## config.mk

```make
export PLATFORM = sky130hd
export DESIGN_NAME = post_lif_neuron_flat
export DESIGN_NICKNAME = d
export VERILOG_FILES = /design/src/rtl/post_lif_neuron_if.sv /design/src/rtl/post_lif_neuron.sv /design/src/flat_wrapper.sv
export SDC_FILE = /design/constraint.sdc
export NUM_CORES = 1
export LEC_CHECK = 0
export CAP_MARGIN = 20
export CORE_MARGIN = 2
export CORE_UTILIZATION = 48
export DETAILED_ROUTE_END_ITERATION = 8
export PLACE_DENSITY = 0.78
export SYNTH_ARGS = -nofsm -noshare
export SYNTH_HDL_FRONTEND = slang
export SYNTH_SLANG_ARGS = --single-unit
export TNS_END_PERCENT = 10
```

## constraint.sdc

```tcl
create_clock -name clk -period 5.2 [get_ports clk]
set_input_delay 0.78 -clock clk [delete_from_list [all_inputs] [get_ports clk]]
set_output_delay 0.78 -clock clk [all_outputs]
set_load 0.05 [all_outputs]
```

## src/rtl/post_lif_neuron_if.sv

```systemverilog
// post_lif_neuron_if: control, synapse inputs and observable outputs of one LIF neuron.
interface post_lif_neuron_if #(parameter int W = 8);
    logic         en;
    logic         spike_a;
    logic         spike_b;
    logic [3:0]   weight_a;
    logic [3:0]   weight_b;
    logic [W-1:0] threshold;
    logic [3:0]   refrac_len;
    logic         count_clr;
    logic         spike_out;
    logic [W-1:0] membrane;
    logic [1:0]   state;
    logic [7:0]   spike_count;
    modport master (
        output en, spike_a, spike_b, weight_a, weight_b, threshold, refrac_len, count_clr,
        input  spike_out, membrane, state, spike_count
    );
    modport slave (
        input  en, spike_a, spike_b, weight_a, weight_b, threshold, refrac_len, count_clr,
        output spike_out, membrane, state, spike_count
    );
endinterface

```

## src/rtl/post_lif_neuron.sv

```systemverilog
// post_lif_neuron: two-synapse leaky integrate-and-fire neuron with refractory period
// and a saturating fire counter.
module post_lif_neuron #(
    parameter int W           = 8,
    parameter int LEAK_PERIOD = 4,
    parameter int LEAK_AMT    = 1
) (
    input logic              clk,
    input logic              rst_n,
    post_lif_neuron_if.slave bus
);
    typedef enum logic [1:0] {INTEGRATE = 2'b00, FIRE = 2'b01, REFRACTORY = 2'b10} state_e;
    localparam logic [W-1:0] MEM_MAX = '1;

    state_e              state_q, state_d;
    logic [W-1:0]        mem_q, mem_d, sat;
    logic [3:0]          leak_q, leak_d, refrac_q, refrac_d;
    logic [7:0]          count_q, count_d;
    logic                spike_q, spike_d;
    logic                leak_due, fire;
    logic signed [W+1:0] sum;

    always_comb begin
        leak_due = leak_q == 4'(LEAK_PERIOD - 1);
        // Two spare bits keep overflow positive and leak underflow negative for clamping.
        sum = signed'({2'b00, mem_q}
                      + (bus.spike_a ? (W+2)'(bus.weight_a) : '0)
                      + (bus.spike_b ? (W+2)'(bus.weight_b) : '0)
                      - (leak_due ? (W+2)'(LEAK_AMT) : '0));
        sat = sum < 0 ? '0 : sum > signed'({2'b00, MEM_MAX}) ? MEM_MAX : sum[W-1:0];
        fire = bus.threshold != '0 && sat >= bus.threshold;
        state_d  = state_q;
        mem_d    = mem_q;
        leak_d   = leak_q;
        refrac_d = refrac_q;
        count_d  = count_q;
        spike_d  = 1'b0;
        case (state_q)
            INTEGRATE: if (bus.en) begin
                state_d  = fire ? FIRE : INTEGRATE;
                mem_d    = fire ? '0 : sat;
                leak_d   = (fire || leak_due) ? 4'd0 : leak_q + 4'd1;
                refrac_d = fire ? bus.refrac_len : refrac_q;
                spike_d  = fire;
                count_d  = (fire && count_q != 8'hff) ? count_q + 8'd1 : count_q;
            end
            FIRE: if (bus.en) state_d = refrac_q == 4'd0 ? INTEGRATE : REFRACTORY;
            REFRACTORY: if (bus.en) begin
                refrac_d = refrac_q - 4'd1;
                state_d  = refrac_q == 4'd1 ? INTEGRATE : REFRACTORY;
            end
            default: state_d = INTEGRATE;
        endcase
        if (bus.en && bus.count_clr) count_d = '0;
    end

    always_ff @(posedge clk or negedge rst_n) begin
        if (!rst_n) begin
            state_q  <= INTEGRATE;
            mem_q    <= '0;
            leak_q   <= '0;
            refrac_q <= '0;
            count_q  <= '0;
            spike_q  <= 1'b0;
        end else begin
            state_q  <= state_d;
            mem_q    <= mem_d;
            leak_q   <= leak_d;
            refrac_q <= refrac_d;
            count_q  <= count_d;
            spike_q  <= spike_d;
        end
    end

    assign bus.spike_out   = spike_q;
    assign bus.membrane    = mem_q;
    assign bus.state       = state_q;
    assign bus.spike_count = count_q;
endmodule

```

## src/flat_wrapper.sv

```systemverilog
// flat-port wrapper written by rule: the top's interface ports become plain ports
module post_lif_neuron_flat 
#(
    parameter int W           = 8,
    parameter int LEAK_PERIOD = 4,
    parameter int LEAK_AMT    = 1
)
  (clk, rst_n, bus_en, bus_spike_a, bus_spike_b, bus_weight_a, bus_weight_b, bus_threshold, bus_refrac_len, bus_count_clr, bus_spike_out, bus_membrane, bus_state, bus_spike_count);
  post_lif_neuron_if #(.W(W)) bus_i ();
  input logic clk;
  input logic rst_n;
  input wire logic [$bits(bus_i.en)-1:0] bus_en;
  input wire logic [$bits(bus_i.spike_a)-1:0] bus_spike_a;
  input wire logic [$bits(bus_i.spike_b)-1:0] bus_spike_b;
  input wire logic [$bits(bus_i.weight_a)-1:0] bus_weight_a;
  input wire logic [$bits(bus_i.weight_b)-1:0] bus_weight_b;
  input wire logic [$bits(bus_i.threshold)-1:0] bus_threshold;
  input wire logic [$bits(bus_i.refrac_len)-1:0] bus_refrac_len;
  input wire logic [$bits(bus_i.count_clr)-1:0] bus_count_clr;
  output wire logic [$bits(bus_i.spike_out)-1:0] bus_spike_out;
  output wire logic [$bits(bus_i.membrane)-1:0] bus_membrane;
  output wire logic [$bits(bus_i.state)-1:0] bus_state;
  output wire logic [$bits(bus_i.spike_count)-1:0] bus_spike_count;
  assign bus_i.en = bus_en;
  assign bus_i.spike_a = bus_spike_a;
  assign bus_i.spike_b = bus_spike_b;
  assign bus_i.weight_a = bus_weight_a;
  assign bus_i.weight_b = bus_weight_b;
  assign bus_i.threshold = bus_threshold;
  assign bus_i.refrac_len = bus_refrac_len;
  assign bus_i.count_clr = bus_count_clr;
  assign bus_spike_out = bus_i.spike_out;
  assign bus_membrane = bus_i.membrane;
  assign bus_state = bus_i.state;
  assign bus_spike_count = bus_i.spike_count;
  post_lif_neuron #(.W(W), .LEAK_PERIOD(LEAK_PERIOD), .LEAK_AMT(LEAK_AMT)) u_core (.clk(clk), .rst_n(rst_n), .bus(bus_i));
endmodule
```

==> impl_metrics.json, run 1 <==
{
  "worstSkewPairLatency_ps": 280,
  "swShare_pct": 47.0,
  "initial_core_util_pct": 49.9,
  "period_needed_ps": 5090,
  "path_max_fanout": 8,
  "cts_root_buffer": "clkbuf_8",
  "core_mm2": 0.00475,
  "async_reset_ff_share_pct": 100,
  "hold_viol_final": 0,
  "reg2reg_setup_slack_ps": 230,
  "ctsHoldBuffers": 0,
  "cp.required_ps": 5420,
  "ant_nets": 0,
  "r2r_cells": 23,
  "setup-violations-final": 0,
  "area_growth_pct": 41.3,
  "netlist_area_mm2": 0.00237,
  "synth_edf_count": 0,
  "min_path_type": "reg2reg",
  "die_w_um": 74.3,
  "vias_per_cell": 5.45,
  "dieArea_mm2": 0.00552,
  "status": "complete, no violations",
  "ys_ff_latch": 27,
  "fin_nets": 397,
  "crit_end": "u_core.bus.membrane[0]",
  "grt_max_degree": 28,
  "synth_nets": 319,
  "clockPowerShare_pct": 4.7,
  "antenna_found_initial": 0,
  "drtIter0Drc": 113,
  "antennaDiodeCount": 0,
  "power.total_mw": 2.62,
  "p_leak_nw": 1.55,
  "h-tree-depth": 1,
  "dr_total_vias": 2203,
  "r2r_start": "u_core.leak_q[0]",
  "setup.worst_path.class": "in2reg",
  "startpoint_type": "input port",
  "tns_ps": 0,
  "path_clk_slew_ps": 90,
  "rr_endpoint": "u_core.bus.spike_count[6]",
  "power_switching_mw": 1.23,
  "ys_top_cells_by_area": "dfrtp_1, ha_1, inv_1",
  "drc": 0,
  "timing.hold.ws_ps": 548,
  "drive_above_1_share_pct": 23.1,
  "first_global_vias": 2070,
  "first_pass_iters": 4,
  "tightest_slew_ps": 774,
  "synth_area_leader_cell": "dfrtp_1",
  "ys_types": 57,
  "wire_per_inst_um": 15.2,
  "drv_slew": 0,
  "cap_viol_max_count": 0,
  "die_h_um": 74.3,
  "slew_headroom_pct": 48.2,
  "fmax_mhz": 197,
  "peakVddDrop_mv": 0.354,
  "yosysSeqAreaShare_pct": 28.5,
  "std_cell_rows": 25,
  "io_pins": 45,
  "io_buffers": 44,
  "synthDominantCellAreaShare_pct": 28.5,
  "cts_buffers": 3,
  "period_share_pct": 97.8,
  "power_frac_comb_pct": 82.5,
  "max-clock-path-buffers": 2,
  "arrival_ps": 5300,
  "worstSetupEndpointType": "flip-flop",
  "intPower_mw": 1.39,
  "grtUsageTotal_pct": 22.1,
  "powerDensity_mw_per_mm2": 781,
  "cts_tree": "yes",
  "grt_pass1_wl_um": 9460,
  "ys.flop_type": "dfrtp_1",
  "cp-startpoint": "bus_weight_b[3]",
  "gp_congestion": 0.848,
  "totalWireLength_um": 6150,
  "cts.sinks": 27,
  "grt-ovfl-total": 0,
  "worst_clock_skew_ps": 8.86,
  "p_seq_share_pct": 12.8,
  "synthCells": 260,
  "syn_avg_cell_area_um2": 9.12,
  "hpwl_um": 4440,
  "yosysWarnings": 0
}
sequential cells by signal, indices dropped and copies added, names as in the netlist:
name / cells
u_core.leak_q: 4
u_core.bus.spike_count: 8
u_core.refrac_q: 4
u_core.bus.membrane: 8
u_core.bus.spike_out: 1
u_core.bus.state: 2
power by group through the flow:
stage	registers [mW]	clock network, mW	logic, mW
floorplan	0.425	0	1.09
global placement	0.335	0	1.70
detailed placement	0.337	0	1.76
CTS	0.333	0.125	1.88
global route	0.342	0.135	2.34
finish	0.334	0.124	2.16
cell usage after synthesis, types with 5 or more instances:
cell	instances
nor2_1	13
fa_1	5
nand3_1	8
xor2_1	6
nand2b_1	9
o21a_1	6
a22o_1	7
ha_1	28
nand2_1	25
dfrtp_1	27
a21oi_1	14
inv_1	32
o21ai_0	13
what timing repair did:
action | in CTS | in global routing
pin swaps | 11 | 28
endpoints found under the setup margin | 17 | 24
gates resized for setup | 7 | 35
buffers inserted | 4 | 4
gates cloned | 1 | 1
worst max-delay path, cell delays in order:
cell and delay (ps):
clkdlybuf4s50_1 450, nand2_1 90, ha_4 260, fa_1 510, inv_1 50, ha_2 320
o21ai_2 160, o21bai_2 100, o221ai_2 190, xor2_1 250, buf_4 190, buf_12 120
nand2_2 60, nand2b_1 80, ha_1 250, nand2b_4 160, a2111oi_4 400, o311ai_4 160
and2_4 230, nor3_4 300, a22o_1 190
kinds of logic after synthesis:
kind of cell / after synthesis / share of synthesized area (%)
xor gates and xnor gates: 7 / 2.59
muxes: 2 / 0.844
AOI/OAI and AO/OA: 69 / 22.4
buffers and inverters: 38 / 6.81
and+or+nand+nor: 84 / 19.8
adders and majority gates: 33 / 19.0
DFF: 27 / 28.5
layout make-up:
| class | instances | area, µm² |
|---|---|---|
| clock buffers | 3 | 41.3 |
| fillers | 365 | 1400 |
| clock inverters | 1 | 5.00 |
| multi-input cells | 196 | 1710 |
| inverters | 32 | 120 |
| repair buffers | 78 | 714 |
| well taps | 67 | 83.8 |
| flip-flops and latches | 27 | 676 |
routing by layer:
layer  vias to the layer above  global-route usage (%)  share of wire [%]
met3                        10                    3.66                3.1
met4                         0                    4.56                1.2
li1                       1090                       -                  -
met1                      1068                    29.3                 44
met5                         -                       0                  0
met2                        35                    38.3                 52
placed cells by master (no fill, tap or decap), types with 4 or more instances in the layout:
master            n
fa_1              4
ha_2              4
nand4_1           4
o21ai_0           9
buf_4            32
nand2b_1          8
clkdlybuf4s50_1  40
nand2_1          24
xor2_1            6
o22ai_1           4
nor2_1           12
inv_1            30
or3_1             4
ha_1             21
a21oi_1          11
a22o_1            7
nand3_1           8
o21a_1            5
dfrtp_1          27
metrics by stage:
step | worst slack, ps | instance area [µm²] | util, % | instances
2_1_floorplan | 212 | 2370 | - | 260
3_3_place_gp | -328 | 3050 | 64.2 | 390
3_5_place_dp | -436 | 3050 | 64.2 | 390
4_1_cts | 36.8 | 3150 | 66.3 | 399
5_1_grt | -80.4 | 3350 | 70.5 | 404
6_report | 114 | 3350 | 70.5 | 404
how the worst min path moves through the flow:
| stage | start | to | depth (start not counted) |
|---|---|---|---|
| 2_1_floorplan | u_core.leak_q[1] | u_core.leak_q[1] | 2 |
| 3_3_place_gp | u_core.leak_q[2] | u_core.leak_q[2] | 1 |
| 3_5_place_dp | u_core.leak_q[2] | u_core.leak_q[2] | 1 |
| 4_1_cts | u_core.leak_q[1] | u_core.leak_q[1] | 2 |
| 5_1_grt | u_core.bus.membrane[2] | u_core.bus.membrane[2] | 1 |
| 6_report | u_core.bus.membrane[2] | u_core.bus.membrane[2] | 1 |
No activity file was read; power rests on OpenSTA's default activity.
==> inputs of run 2 (changes only) <==
--- a/config.mk
+++ b/config.mk
@@ -6,6 +6,7 @@
 export NUM_CORES = 1
 export LEC_CHECK = 0
 export CAP_MARGIN = 20
+export CORE_ASPECT_RATIO = 1.5
 export CORE_MARGIN = 2
 export CORE_UTILIZATION = 48
 export DETAILED_ROUTE_END_ITERATION = 8
==> run 2 against run 1 <==
  * Clock skew is 6.1 ps lower
  * Largest cell class unchanged
  * Critical endpoint is now u_core.bus.membrane[7]
  * Sequential share of layout area increased by 0.46 points
  * Sequential cell count unchanged
==> impl_metrics.json, run 2 (synthesis gave the netlist of run 1 again) <==
{
  "status": "complete, no violations",
  "path_max_fanout": 7,
  "period_needed_ps": 5060,
  "p_leak_nw": 1.55,
  "ant_nets": 0,
  "powerDensity_mw_per_mm2": 758,
  "power.total_mw": 2.48,
  "antennaDiodeCount": 0,
  "grt_pass1_wl_um": 8970,
  "path_clk_slew_ps": 90,
  "worstSetupEndpointType": "flip-flop",
  "peakVddDrop_mv": 0.430,
  "first_pass_iters": 4,
  "area_growth_pct": 38.2,
  "post-place-cells": 390,
  "arrival_ps": 5240,
  "critPathTopFamily": "compound AO/OA/AOI/OAI gates",
  "dieArea_mm2": 0.00553,
  "totalWireLength_um": 5790,
  "die_h_um": 90.1,
  "layout_common_cells": "clkdlybuf4s50_1, buf_4, inv_1",
  "vias_per_cell": 5.45,
  "grt-ovfl-total": 0,
  "dr_total_vias": 2203,
  "worstPathCellList": "clkdlybuf4s50_1 > nand2_2 > ha_4 > fa_1 > inv_1 > ha_4 > a211oi_4 > o21bai_2 > o221ai_2 > xor2_1 > buf_4 > nand2b_4 > nor2b_2 > ha_1 > a2111oi_4 > o311ai_4 > and2_4 > buf_4 > buf_4 > o41ai_2",
  "min_path_type": "reg2reg",
  "setup-violations-final": 0,
  "fmax_mhz": 197,
  "cp_slowest_cell": "fa_1",
  "final_util_pct": 68.1,
  "gp_congestion": 0.822,
  "r2r_start": "u_core.leak_q[0]",
  "io_pins": 45,
  "wire_per_inst_um": 14.3,
  "fin_cells": 404,
  "cp.required_ps": 5380,
  "tns_ps": 0,
  "setup_ws_ps": 136,
  "first_global_vias": 2181,
  "initial_core_util_pct": 49.3,
  "grtUsageTotal_pct": 20.4,
  "drive_above_1_share_pct": 20.7,
  "tightest_slew_ps": 723,
  "grt_max_degree": 28,
  "max-clock-path-buffers": 2,
  "startpoint_type": "input port",
  "drv_slew": 0,
  "cts_tree": "yes",
  "h-tree-depth": 1,
  "cts_buffers": 3,
  "io_buffers": 44,
  "hold_viol_final": 0,
  "crit_buf_inv": 5,
  "setup.worst_path.class": "in2reg",
  "drc": 0,
  "cp-startpoint": "bus_weight_b[2]",
  "die_w_um": 61.4,
  "worstSkewPairLatency_ps": 280,
  "antenna_found_initial": 0,
  "slew_headroom_pct": 51.7,
  "worst_clock_skew_ps": 2.80,
  "fin_nets": 398,
  "critPathMaxStageDelay_ps": 490,
  "hp-start": "u_core.leak_q[1]",
  "drtIter0Drc": 124,
  "preCtsSetupSlack_ps": -318,
  "final_common_cell": "clkdlybuf4s50_1",
  "core_mm2": 0.00481,
  "cts_root_buffer": "clkbuf_8",
  "crit_top_cell": "buf_4",
  "cts.sinks": 27,
  "cap_viol_max_count": 0,
  "hpwl_um": 4270,
  "period_share_pct": 97.4,
  "std_cell_rows": 31
}
-- run 2: worst min-delay path, cell delays in order, from the launching register on --
cell     delay [ps]
dfrtp_1         380
nand2_1          60
o31ai_1          60
-- run 2: path summary, 6_finish.rpt --
path / end / cells past startpoint / slack, ps
max reg2reg: u_core.bus.membrane[7] / 22 / 190
min in group asynchronous: u_core.refrac_q[3] / 2 / 870
min: u_core.leak_q[1] / 2 / 530
max: u_core.bus.membrane[7] / 20 / 140
max in group asynchronous: u_core.bus.membrane[4] / 2 / 4070
min reg2reg: u_core.leak_q[1] / 2 / 530
-- run 2: power by group --
group          switching [mW]  internal (mW)
Clock                  0.0683         0.0539
Combinational            1.01           1.02
Sequential             0.0659          0.269
-- run 2: through the flow --
step                      area, µm²  hold WS (ps)
final                          3280           531
after global routing           3280           557
after CTS                      3100           521
after detailed placement       3050           493
after global placement         3050           496
after floorplan                2370           468
-- run 2: per-layer routing --
| metal | vias to the layer above | global-route usage (%) | part of all wire [%] |
|---|---|---|---|
| li1 | 1082 | - | - |
| met1 | 1062 | 22.7 | 38 |
| met2 | 50 | 38.6 | 57 |
| met3 | 9 | 1.73 | 3.0 |
| met4 | 0 | 6.03 | 1.7 |
| met5 | - | 0 | 0 |
-- run 2: area by class of cell --
cell class,instances,area (µm²)
clock inverters,1,5.00
inverters,32,120
repair buffers,80,713
flip-flops and latches,27,676
clock buffers,3,41.3
multi-input cells,195,1640
fillers,420,1530
well taps,66,82.6
-- run 2: timing repair --
action                                  CTS  global route
cloned                                    0             1
endpoints found under the setup margin    7            25
hold buffers                              0             0
setup buffers                             0             9
hold endpoints to repair                  0             0
resized for setup                         1            24
pin swaps                                 2            13
==> inputs of run 3 (changes only) <==
==> constraint.sdc (replaced) <==
create_clock -name clk -period 5.2 [get_ports clk]
set_input_delay 1.04 -clock clk [delete_from_list [all_inputs] [get_ports clk]]
set_output_delay 1.04 -clock clk [all_outputs]
set_load 0.05 [all_outputs]
==> run 3 against run 2 <==
  * Largest cell class unchanged
  * First-iteration DRC count is 10% lower
  * Combinational power is 7% higher
  * Critical path depth increased by 1
  * Via count grew 2.0%
  * Setup slack improved by 5.6 ps
  * Cell count is 0.74% higher
  * Cell area increased by 3.1%
  * Power grew 6.2%
==> impl_metrics.json, run 3 (synthesis gave the netlist of run 1 again) <==
{
  "fin_nets": 401,
  "io_buffers": 44,
  "fmax_mhz": 198,
  "final_util_pct": 70.2,
  "fillerInstances": 386,
  "hpwl_um": 4460,
  "busiest_layer": "met2",
  "slew_headroom_pct": 52.9,
  "cts.sinks": 27,
  "cp.required_ps": 5410,
  "totalWireLength_um": 6120,
  "die_w_um": 61.4,
  "cts_buffers": 3,
  "setup.worst_path.class": "in2reg",
  "gp_congestion": 0.830,
  "h-tree-depth": 1,
  "die_h_um": 90.1,
  "cap_viol_max_count": 0,
  "antenna_found_initial": 0,
  "arrival_ps": 5260,
  "powerDensity_mw_per_mm2": 780,
  "period_needed_ps": 5060,
  "place_area_mm2": 0.00306,
  "startpoint_type": "input port",
  "path_clk_slew_ps": 100,
  "grt_max_degree": 28,
  "r2r_cells": 22,
  "worstSetupEndpointType": "flip-flop",
  "grt-ovfl-total": 0,
  "dr_total_vias": 2248,
  "design_area_mm2": 0.00338,
  "antennaDiodeCount": 0,
  "drtIter0Drc": 111,
  "path_max_fanout": 7,
  "status": "complete, no violations",
  "max-clock-path-buffers": 2,
  "gr-usage-met1_pct": 26.3,
  "peakVddDrop_mv": 0.428,
  "period_share_pct": 97.3,
  "regArea_um2": 676,
  "met3_usage_pct": 1.73,
  "cts_tree": "yes",
  "worstSkewPairLatency_ps": 290,
  "std_cell_rows": 31,
  "grtUsageTotal_pct": 22.8,
  "drc": 0,
  "min_path_type": "reg2reg",
  "holdPathStages": 2,
  "wire_per_inst_um": 15.0,
  "cts_root_buffer": "clkbuf_8",
  "multi_input_area_mm2": 0.00171,
  "vias_per_cell": 5.52,
  "tightest_slew_ps": 704,
  "dieArea_mm2": 0.00553,
  "reg2reg_setup_slack_ps": 250,
  "first_pass_iters": 4,
  "setup-violations-final": 0,
  "r2r_start": "u_core.leak_q[0]",
  "worst_clock_skew_ps": 8.90,
  "grt_pass1_wl_um": 9880,
  "rr_endpoint": "u_core.refrac_q[1]",
  "p_leak_nw": 1.58,
  "cp-startpoint": "bus_weight_a[2]",
  "drv_slew": 0,
  "hp-start": "u_core.leak_q[1]",
  "ctsHoldBuffers": 0,
  "drive_above_1_share_pct": 25.5,
  "hold_viol_final": 0,
  "area_growth_pct": 42.5,
  "hold-path-endpoint": "u_core.leak_q[1]",
  "met2_usage_pct": 41.5,
  "core_mm2": 0.00481,
  "layout_common_cells": "clkdlybuf4s50_1, buf_4, inv_1",
  "first_global_vias": 2249,
  "ant_nets": 0,
  "initial_core_util_pct": 49.3,
  "io_pins": 45,
  "power.total_mw": 2.64
}
==> run 3: cell count changes in the layout (fill, tap and decap cells not counted), sizes merged <==
| cell | change |
|---|---|
| clkinvlp | +1 |
| clkdlybuf4s50 | -6 |
| clkbuf | +2 |
| clkinv | -1 |
| dlygate4sd2 | +4 |
| buf | +3 |
==> run 3: worst max path at each step <==
stage,slack [ps],to
finish,140,u_core.refrac_q[1]
global route,-40,u_core.bus.spike_count[6]
CTS,20,u_core.refrac_q[1]
detailed placement,-580,u_core.bus.spike_count[2]
global placement,-540,u_core.bus.spike_count[2]
floorplan,30,u_core.refrac_q[1]
==> run 3: area by class of cell <==
cell class | instances | share of cell area [%]
Multi-Input combinational cell | 195 | 50.6
Timing Repair Buffer | 83 | 22.0
Sequential cell | 27 | 20.0
Inverter | 32 | 3.56
Tap cell | 66 | 2.44
Clock buffer | 3 | 1.22
Clock inverter | 1 | 0.222
==> run 3: per-layer routing <==
layer  routed length (µm)  share of wire, %
met2                 3400                56
met5                    0                 0
met3                  201               3.3
met4                  170               2.8
met1                 2350                38
==> run 3: repair_timing <==
action	in CTS	in global routing
buffers inserted	7	7
pin swaps	25	28
resized for setup	22	28
setup endpoints to repair	24	24
==> run 3: through the flow <==
stage | hold WS [ps] | worst slack, ps | setup TNS, ps | cells
after detailed placement | 500 | -580 | -12140 | 389
after floorplan | 468 | 29.2 | 0 | 260
after global placement | 492 | -536 | -10780 | 389
after global routing | 556 | -39.2 | -94.7 | 407
after CTS | 522 | 22.6 | 0 | 400
final | 528 | 142 | 0 | 407
==> run 3: where the power goes <==
group	internal [mW]	leakage (nW)	switching (mW)
sequential	0.269	0.359	0.0693
combinational	1.11	1.20	1.06
clock	0.0547	0.0217	0.0736
total	1.43	1.58	1.20
==> run 3: worst max-delay path, stage by stage <==
cell and delay, ps:
dlygate4sd2_1 190, nand2_1 50, ha_1 310, fa_1 540
inv_2 60, ha_4 220, a211oi_4 260, o21bai_1 130
o221ai_1 230, xor2_1 170, buf_4 190, nand2_4 70
nand2b_1 120, ha_1 250, nand2b_4 150, a2111oi_4 410
o311ai_4 170, and2_4 230, buf_12 140, o21ai_4 130
mux2i_1 200
